File: src/rtl/lsu_sram_if.sv
// Core-side request/response handshake bundle for lsu_sram.
// master = core memory stage, slave = lsu_sram.
interface lsu_sram_if;
  logic        req_valid;
  logic        req_ready;
  logic        req_we;
  logic [1:0]  req_size;
  logic        req_unsigned;
  logic [31:0] req_addr;
  logic [31:0] req_wdata;
  logic        rsp_valid;
  logic        rsp_ready;
  logic [31:0] rsp_rdata;
  logic        rsp_err;

  modport master (
    output req_valid, req_we, req_size,
    output req_unsigned, req_addr, req_wdata,
    output rsp_ready,
    input  req_ready, rsp_valid,
    input  rsp_rdata, rsp_err
  );

  modport slave (
    input  req_valid, req_we, req_size,
    input  req_unsigned, req_addr, req_wdata,
    input  rsp_ready,
    output req_ready, rsp_valid,
    output rsp_rdata, rsp_err
  );
endinterface

File: src/rtl/lsu_sram.sv
// Load/store front end for the 32-bit synchronous SRAM:
// lane steering, error checks and a buffered response.
module lsu_sram #(
  parameter int unsigned MEM_BYTES = 65536
) (
  input  logic        clk,
  input  logic        rst_n,
  lsu_sram_if.slave   bus,
  output logic        mem_en,
  output logic [3:0]  mem_we,
  output logic [31:0] mem_adr,
  output logic [31:0] mem_din,
  input  logic [31:0] mem_dout
);

  typedef enum logic [1:0] {
    IDLE,
    LOAD,
    RESP
  } state_t;

  localparam logic [31:0] LIMIT = 32'(MEM_BYTES);

  state_t      state;
  logic [1:0]  ld_off;
  logic [1:0]  ld_size;
  logic        ld_uns;
  logic        rsp_valid;
  logic [31:0] rsp_rdata;
  logic        rsp_err;

  logic        is_b;
  logic        is_h;
  logic        is_w;
  logic        err;
  logic        accept;
  logic [3:0]  we_lane;
  logic [31:0] din;
  logic [31:0] lane;
  logic [31:0] ld_val;

  assign is_b = bus.req_size == 2'b00;
  assign is_h = bus.req_size == 2'b01;
  assign is_w = bus.req_size == 2'b10;

  assign err = (bus.req_size == 2'b11)
             | (is_h & bus.req_addr[0])
             | (is_w & (|bus.req_addr[1:0]))
             | (bus.req_addr >= LIMIT);

  assign bus.req_ready = rst_n &
    ((state == IDLE) |
     ((state == RESP) & bus.rsp_ready));

  assign accept = bus.req_valid & bus.req_ready;

  always_comb begin
    we_lane = 4'b1111;
    din     = bus.req_wdata;
    unique case (1'b1)
      is_b: begin
        we_lane = 4'b0001 << bus.req_addr[1:0];
        din     = {4{bus.req_wdata[7:0]}};
      end
      is_h: begin
        we_lane = bus.req_addr[1] ? 4'b1100 : 4'b0011;
        din     = {2{bus.req_wdata[15:0]}};
      end
      default: ;
    endcase
  end

  // Erroneous requests never reach the macro.
  assign mem_en  = accept & ~err;
  assign mem_we  = (mem_en & bus.req_we) ? we_lane : 4'b0000;
  assign mem_adr = bus.req_addr;
  assign mem_din = din;

  assign lane = mem_dout >> {ld_off, 3'b000};

  always_comb begin
    ld_val = mem_dout;
    unique case (1'b1)
      ld_size == 2'b00:
        ld_val = ld_uns ? {24'h0, lane[7:0]}
                        : {{24{lane[7]}}, lane[7:0]};
      ld_size == 2'b01:
        ld_val = ld_uns ? {16'h0, lane[15:0]}
                        : {{16{lane[15]}}, lane[15:0]};
      default: ;
    endcase
  end

  always_ff @(posedge clk) begin
    if (!rst_n) begin
      state     <= IDLE;
      rsp_valid <= 1'b0;
      rsp_rdata <= '0;
      rsp_err   <= 1'b0;
      ld_off    <= '0;
      ld_size   <= '0;
      ld_uns    <= 1'b0;
    end else if (accept) begin
      if (!bus.req_we && !err) begin
        state     <= LOAD;
        rsp_valid <= 1'b0;
        ld_off    <= bus.req_addr[1:0];
        ld_size   <= bus.req_size;
        ld_uns    <= bus.req_unsigned;
      end else begin
        state     <= RESP;
        rsp_valid <= 1'b1;
        rsp_rdata <= '0;
        rsp_err   <= err;
      end
    end else begin
      unique case (state)
        LOAD: begin
          state     <= RESP;
          rsp_valid <= 1'b1;
          rsp_rdata <= ld_val;
          rsp_err   <= 1'b0;
        end
        RESP: begin
          if (bus.rsp_ready) begin
            state     <= IDLE;
            rsp_valid <= 1'b0;
          end
        end
        default: ;
      endcase
    end
  end

  assign bus.rsp_valid = rsp_valid;
  assign bus.rsp_rdata = rsp_rdata;
  assign bus.rsp_err   = rsp_err;

endmodule

File: src/flat_wrapper.sv
// flat-port wrapper written by rule: the top's interface ports become plain ports
module lsu_sram_flat 
#(
  parameter int unsigned MEM_BYTES = 65536
)
  (clk, rst_n, mem_en, mem_we, mem_adr, mem_din, mem_dout, bus_req_valid, bus_req_we, bus_req_size, bus_req_unsigned, bus_req_addr, bus_req_wdata, bus_rsp_ready, bus_req_ready, bus_rsp_valid, bus_rsp_rdata, bus_rsp_err);
  lsu_sram_if bus_i ();
  input  logic clk;
  input  logic rst_n;
  output logic mem_en;
  output logic [3:0] mem_we;
  output logic [31:0] mem_adr;
  output logic [31:0] mem_din;
  input  logic [31:0] mem_dout;
  input wire logic [$bits(bus_i.req_valid)-1:0] bus_req_valid;
  input wire logic [$bits(bus_i.req_we)-1:0] bus_req_we;
  input wire logic [$bits(bus_i.req_size)-1:0] bus_req_size;
  input wire logic [$bits(bus_i.req_unsigned)-1:0] bus_req_unsigned;
  input wire logic [$bits(bus_i.req_addr)-1:0] bus_req_addr;
  input wire logic [$bits(bus_i.req_wdata)-1:0] bus_req_wdata;
  input wire logic [$bits(bus_i.rsp_ready)-1:0] bus_rsp_ready;
  output wire logic [$bits(bus_i.req_ready)-1:0] bus_req_ready;
  output wire logic [$bits(bus_i.rsp_valid)-1:0] bus_rsp_valid;
  output wire logic [$bits(bus_i.rsp_rdata)-1:0] bus_rsp_rdata;
  output wire logic [$bits(bus_i.rsp_err)-1:0] bus_rsp_err;
  assign bus_i.req_valid = bus_req_valid;
  assign bus_i.req_we = bus_req_we;
  assign bus_i.req_size = bus_req_size;
  assign bus_i.req_unsigned = bus_req_unsigned;
  assign bus_i.req_addr = bus_req_addr;
  assign bus_i.req_wdata = bus_req_wdata;
  assign bus_i.rsp_ready = bus_rsp_ready;
  assign bus_req_ready = bus_i.req_ready;
  assign bus_rsp_valid = bus_i.rsp_valid;
  assign bus_rsp_rdata = bus_i.rsp_rdata;
  assign bus_rsp_err = bus_i.rsp_err;
  lsu_sram #(.MEM_BYTES(MEM_BYTES)) u_core (.clk(clk), .rst_n(rst_n), .bus(bus_i), .mem_en(mem_en), .mem_we(mem_we), .mem_adr(mem_adr), .mem_din(mem_din), .mem_dout(mem_dout));
endmodule
File: config.mk
export PLATFORM = sky130hd
export DESIGN_NAME = lsu_sram_flat
export DESIGN_NICKNAME = d
export VERILOG_FILES = /design/src/rtl/lsu_sram_if.sv /design/src/rtl/lsu_sram.sv /design/src/flat_wrapper.sv
export SDC_FILE = /design/constraint.sdc
export NUM_CORES = 1
export LEC_CHECK = 0
export CAP_MARGIN = 30
export CORE_MARGIN = 3
export CORE_UTILIZATION = 38
export DETAILED_ROUTE_END_ITERATION = 7
export MAX_ROUTING_LAYER = met4
export PLACE_DENSITY = 0.95
export SYNTH_ARGS = -nofsm -noshare
export SYNTH_HDL_FRONTEND = slang
export SYNTH_SLANG_ARGS = --single-unit
File: constraint.sdc
create_clock -name clk -period 4.9 [get_ports clk]
set_clock_uncertainty 0.2 [all_clocks]
set_input_delay 0.98 -clock clk [delete_from_list [all_inputs] [get_ports clk]]
set_output_delay 0.98 -clock clk [all_outputs]
set_load 0.02 [all_outputs]
=== Word-level counts from Yosys, hierarchy flattened ===
Cells that the tools add are included.

* Bitwise logic cells: 12
* Multiplexer cells: 21
* Shift operators: 2
* Equality and inequality tests: 8
* $lt $le $gt $ge: 1
* Reductions and logical operators: 12

{| class="wikitable"
|+ Operators with widths
! kind !! count
|-
| 32-bit 2-to-1 mux || 5
|-
| 32-bit one-hot mux with 2 select lines || 2
|-
| 32-bit by 17-bit greater-or-equal comparator with 1-bit output (second input constant) || 1
|-
| 32-bit by 5-bit right shift with 16-bit output || 1
|-
| 4-bit 2-to-1 mux || 2
|-
| 4-bit one-hot mux with 2 select lines || 1
|-
| 1-bit bitwise AND || 7
|-
| 2-bit by 1-bit == test with 1-bit output (second input constant) || 3
|-
| 2-bit == test (second input constant) || 3
|-
| 2-bit logical NOT || 3
|-
| 1-bit 2-to-1 mux || 6
|-
| 2-bit 2-to-1 mux || 3
|-
| 2-bit AND reduction || 3
|-
| 1-bit bitwise OR || 4
|-
| 2-bit one-hot mux with 2 select lines || 1
|-
| 1-bit by 2-bit left shift with 4-bit output (first input constant) || 1
|-
| 3-bit by 2-bit inequality test with 1-bit output (second input constant) || 1
|-
| 3-bit nonzero test || 1
|-
| 1-bit logical NOT || 2
|-
| 2-bit inequality test (second input constant) || 1
|-
| 1-bit one-hot mux with 2 select lines || 1
|-
| 2-bit nonzero test || 1
|-
| 2-bit OR reduction || 1
|-
| 1-bit logical AND || 1
|-
| 1-bit NOT || 1
|}

* Output and inout port bits: 104
* Register bits: 41
* Logic and storage cells: 63

=== Longest topological paths before layout ===
* Depth in word-level cells: 9
* Depth in mapped cells: 8
* Mapped depth without buffers: 6

=== Worst setup path after synthesis ===
OpenSTA, ideal clock, no wires.

* Path type: input -> output
* Start point: in bus_req_addr[20]
* End point: out mem_we[0]
* Data arrival time: 2212 ps
* Setup slack: 1508 ps
* Stages on the path: 5
* Path through: nor4_1 > and4_1 > buf_2 > nand4_1 > a21oi_1

* Longest elaborated chain between the ends: 6

{| class="wikitable"
|+ RTL lines
! element !! line !! text
|-
| from (decl) || flat_wrapper.sv:19 || <nowiki>input wire logic [$bits(bus_i.req_addr)-1:0] bus_req_addr;</nowiki>
|-
| 32-bit by 17-bit greater-or-equal comparator with 1-bit output || lsu_sram.sv:49 || <nowiki>| (bus.req_addr >= LIMIT);</nowiki>
|-
| 1-bit bitwise OR || lsu_sram.sv:49 ||
|-
| 1-bit NOT || lsu_sram.sv:74 || <nowiki>assign mem_en = accept & ~err;</nowiki>
|-
| 1-bit bitwise AND || lsu_sram.sv:74 ||
|-
| 1-bit bitwise AND || lsu_sram.sv:75 || <nowiki>assign mem_we = (mem_en & bus.req_we) ? we_lane : 4'b0000;</nowiki>
|-
| 4-bit 2-to-1 mux || lsu_sram.sv:75 ||
|-
| to (decl) || flat_wrapper.sv:11 || <nowiki>output logic [3:0] mem_we;</nowiki>
|}

Every way passes these cells.

=== Worst setup path after layout ===
* Start point: in bus_req_size[0]
* End point: out mem_we[0]

* Longest elaborated chain between the ends: 9
* Elaborated cells between the ends (all ways): 14
* Classes of those cells: eq/ne: 3; mux: 2; bitwise: 8; reduce/logical: 1

{| class="wikitable"
|+ RTL lines
! element !! line !! text
|-
| from (decl) || flat_wrapper.sv:17 || <nowiki>input wire logic [$bits(bus_i.req_size)-1:0] bus_req_size;</nowiki>
|-
| 2-bit by 1-bit == test with 1-bit output || lsu_sram.sv:43 || <nowiki>assign is_h = bus.req_size == 2'b01;</nowiki>
|-
| 1-bit bitwise AND || lsu_sram.sv:47 || <nowiki>| (is_h & bus.req_addr[0])</nowiki>
|-
| 1-bit bitwise OR || lsu_sram.sv:47 ||
|-
| 1-bit bitwise OR || lsu_sram.sv:48 || <nowiki>| (is_w & (|bus.req_addr[1:0]))</nowiki>
|-
| 1-bit bitwise OR || lsu_sram.sv:49 ||
|-
| 1-bit NOT || lsu_sram.sv:74 ||
|-
| 1-bit bitwise AND || lsu_sram.sv:74 ||
|-
| 1-bit bitwise AND || lsu_sram.sv:75 ||
|-
| 4-bit 2-to-1 mux * || lsu_sram.sv:75 ||
|}

Every way passes the cells marked *; elsewhere a longest branch is shown, timed or not.

==> results.md <==
## Yosys
* **Post-synth EDFFs** 0
* **warning count from the yosys run** 0
* **Yosys top cell area share** 27.1%
* **cell taking the most area after synthesis** sky130_fd_sc_hd__dfxtp_1
* **dominant synthesized flop cell** sky130_fd_sc_hd__dfxtp_1
* **post-synthesis instance area** 2960 um2
* **synthesized flop and latch total** 40
* **Synth Area per Inst** 8.01 um2
* **sequential element share of the synthesized area** 27.1%
* **share of flip-flops with an asynchronous set or reset after synthesis** 0%
* **number of distinct library cells after synthesis** 50
* **top area cells in the synthesized netlist** sky130_fd_sc_hd__dfxtp_1, sky130_fd_sc_hd__buf_4, sky130_fd_sc_hd__mux2_2
* **Post-Synthesis Cells** 369
* **syn_nets** 476

## Worst setup path
* **crit path capture type** output pin
* **startpoint class of the critical path** input pin
* **depth of the worst register-to-register path** 6
* **critical path start-end classification** in2out
* **Required @ worst endpoint** 3.72 ns
* **biggest cell delay along the critical path** 0.62 ns
* **start of the worst register-to-register path** u_core.bus.rsp_valid
* **Crit Reg-Reg Endpoint** u_core.bus.rsp_rdata[25]
* **largest driver fanout on the critical path** 10
* **slack of the worst reg-to-reg path** 2.49 ns
* **endpoint arrival time on the critical path** 3.23 ns
* **Crit path buffers/inverters** 3
* **CP dominant cell by count** sky130_fd_sc_hd__clkdlybuf4s50_1
* **series of cell instances along the critical path** clkdlybuf4s50_1 -> nor3_1 -> or2_0 -> buf_4 -> nand4_1 -> a21oi_1 -> clkdlybuf4s50_1
* **Max stage delay cell, worst path** sky130_fd_sc_hd__clkdlybuf4s50_1
* **crit-path leading delay family** buffers and inverters

## CTS
* **CTS Sinks** 40
* **cells resized by post-CTS repair** 0
* **maximum count of clock buffers along a single path** 2
* **later-pin clock latency in the skew report** 0.29 ns
* **master cell of the clock root buffer** sky130_fd_sc_hd__clkbuf_8
* **number of buffers inserted to repair setup after CTS** 0
* **TritonCTS buffer count** 5
* **H-tree lvl count** 2
* **clock slew seen by the registers of the worst setup and hold paths** 0.07 ns
* **count of hold-fix buffers inserted at cts** 0
* **CTS tree** built

## Pwr
* **power density over the cells** 175 nW/um2
* **leakage dissipation** 1.60 nW
* **IR Drop Worst-Case VDD** 0.105 mV

## Place
* **number of placed cells counting well taps** 589
* **count of input and output buffers** 179
* **GP Congestion** 0.936
* **placement-stage worst setup slack** 0.479 ns
* **instance area after placement** 4530 um2
* **total half-perimeter wirelength after legalization and detailed placement** 8710 um

## Drt
* **DRC marker count from the first detailed-route iteration** 218
* **number of detailed-routing iterations run before antenna repair** 5
* **Routed WL** 10800 um
* **final routed wire length divided by cell count** 18.0 um
* **DR vias/cell** 5.57
* **remaining design rule violation count** 0
* **number of vias after detailed routing** 3319
* **number of nets with antenna violations after detailed routing** 0

## Floorplan
* **area enclosed by the die boundary** 8870 um2
* **width of the die** 94.2 um
* **Initial Utilization** 39.9%
* **area of the placeable core** 7410 um2
* **number of top-level pins** 208
* **Die Height** 94.2 um
* **count of standard-cell rows** 31

## Finish
* **Ant. Diodes** 0
* **nets@finish** 604
* **area growth from synthesis to final layout** 55.8%
* **fraction of final layout cells sized beyond drive strength 1** 8.05%
* **most common library cell in the layout ignoring fill and taps** sky130_fd_sc_hd__clkdlybuf4s50_1
* **most frequent cells in the layout** sky130_fd_sc_hd__clkdlybuf4s50_1, sky130_fd_sc_hd__nand2_1, sky130_fd_sc_hd__dfxtp_1
* **finished layout cell area** 4610 um2
* **post-route insts no fill** 596

## Global route
* **residual overflow from global routing** 0
* **number of global-route vias before repair** 3308
* **maximum number of pins on one net before global-route repair** 39
* **first-pass GRT wire length** 16200 um
* **number of antenna violations at the first check in global routing** 0
* **GRT Util Overall** 23.7%

## Min path
* **worst hold start** u_core.bus.rsp_rdata[4]
* **classification of the worst-slack hold path** reg2reg
* **cell depth of the worst hold path** 2
* **Endpoint, Worst Hold** u_core.bus.rsp_rdata[4]

## Run status
* **outcome** completed

## STA
* **accumulated negative setup slack** 0 ns
* **Setup Viol. Count Final** 0
* **Worst Slack Setup Final** 0.485 ns
* **hold violation total from the final report** 0
* **RSZ-0062 raised after global routing** false
* **relative slew slack** 44.4%
* **Hold Slack** 0.263 ns
* **Final period util** 90.1%
* **number of max-slew violations in the final report** 0
* **slew at the pin closest to its max-slew limit** 0.833 ns
* **clock period minus final worst setup slack** 4.41 ns
* **highest clock frequency the design can meet** 227 MHz

## Flow run
* **max_cap viols** 0

## kinds of logic (layout without fill, tap and decap cells)
group / count (synthesis) / in the layout / synth area share, %
muxes: 33 / 33 / 12.6
and+or+nand+nor: 105 / 105 / 16.8
buffers and inverters: 73 / 201 / 15.1
DFF: 40 / 40 / 27.1
AOI/OAI and AO/OA: 115 / 115 / 27.1
adders and majority gates: 3 / 3 / 1.27
## metal layers
metal	up-vias	GRT usage, %	wire length (um)	part of all wire [%]
li1	1574	-	-	-
met1	1529	25.0	3740	35
met2	190	44.6	5820	54
met3	26	4.97	967	9.0
met4	0	6.38	215	2.0
met5	-	-	0	0
## cell usage after synthesis (4+ instances only)
master / count
sky130_fd_sc_hd__nand2_1: 44
sky130_fd_sc_hd__a221oi_1: 7
sky130_fd_sc_hd__and2_1: 5
sky130_fd_sc_hd__dfxtp_1: 40
sky130_fd_sc_hd__nor4_1: 4
sky130_fd_sc_hd__o32ai_1: 6
sky130_fd_sc_hd__mux2_2: 20
sky130_fd_sc_hd__a211o_1: 6
sky130_fd_sc_hd__mux2i_1: 11
sky130_fd_sc_hd__inv_1: 7
sky130_fd_sc_hd__a21oi_1: 21
sky130_fd_sc_hd__a32o_1: 5
sky130_fd_sc_hd__nand4_1: 7
sky130_fd_sc_hd__clkbuf_1: 14
sky130_fd_sc_hd__nor2_1: 22
sky130_fd_sc_hd__o21ai_0: 22
sky130_fd_sc_hd__a22oi_1: 4
sky130_fd_sc_hd__nand2b_1: 10
sky130_fd_sc_hd__buf_4: 41
sky130_fd_sc_hd__o22ai_1: 23
sky130_fd_sc_hd__buf_2: 8
## how the worst max path moves through the flow
stage | depth (start not counted) | slack (ns) | startpoint | endpoint
6_report | 7 | 0.49 | bus_req_size[0] | mem_we[0]
4_1_cts | 7 | 0.49 | bus_req_size[0] | mem_we[0]
2_1_floorplan | 5 | 1.51 | bus_req_addr[20] | mem_we[0]
5_1_grt | 7 | 0.38 | bus_req_size[0] | mem_we[0]
3_3_place_gp | 7 | 0.58 | bus_req_size[0] | mem_we[0]
3_5_place_dp | 7 | 0.48 | bus_req_size[0] | mem_we[0]
## final cells by class
| class | instances | area (um2) |
|---|---|---|
| Clock inverter | 1 | 5.00 |
| Tap cell | 99 | 124 |
| Timing Repair Buffer | 186 | 1860 |
| Inverter | 8 | 30.0 |
| Clock buffer | 6 | 72.6 |
| Fill cell | 588 | 2800 |
| Multi-Input combinational cell | 256 | 1710 |
| Sequential cell | 40 | 801 |
## worst register-to-register path, delay by kind of cell (launching register included)
family,cells,cell delay [ns]
compound gates,3,1.10
flops,1,0.38
simple gates,1,0.26
fa+ha+maj,1,0.22
buf+inv,1,0.08
## through the flow
step           utilization [%]  power (mW)
2_1_floorplan                -       0.478
3_3_place_gp              60.8       0.603
3_5_place_dp              61.1       0.609
4_1_cts                   62.2       0.810
5_1_grt                   62.2       0.838
6_report                  62.2       0.805
## flip-flops by register name, summed over array words and instances, names as in the netlist
name / count
u_core.bus.rsp_err: 1
u_core.bus.rsp_rdata: 32
u_core.bus.rsp_valid: 1
u_core.ld_off: 2
u_core.ld_size: 2
u_core.ld_uns: 1
u_core.state: 1
## power breakdown
part	internal, mW	leakage [nW]	total, mW	switching (mW)
sequential	0.327	0.322	0.329	0.00177
clock	0.0967	0.0410	0.203	0.107
combinational	0.147	1.24	0.273	0.126
Note: power is estimated with default switching activity, not from simulation.
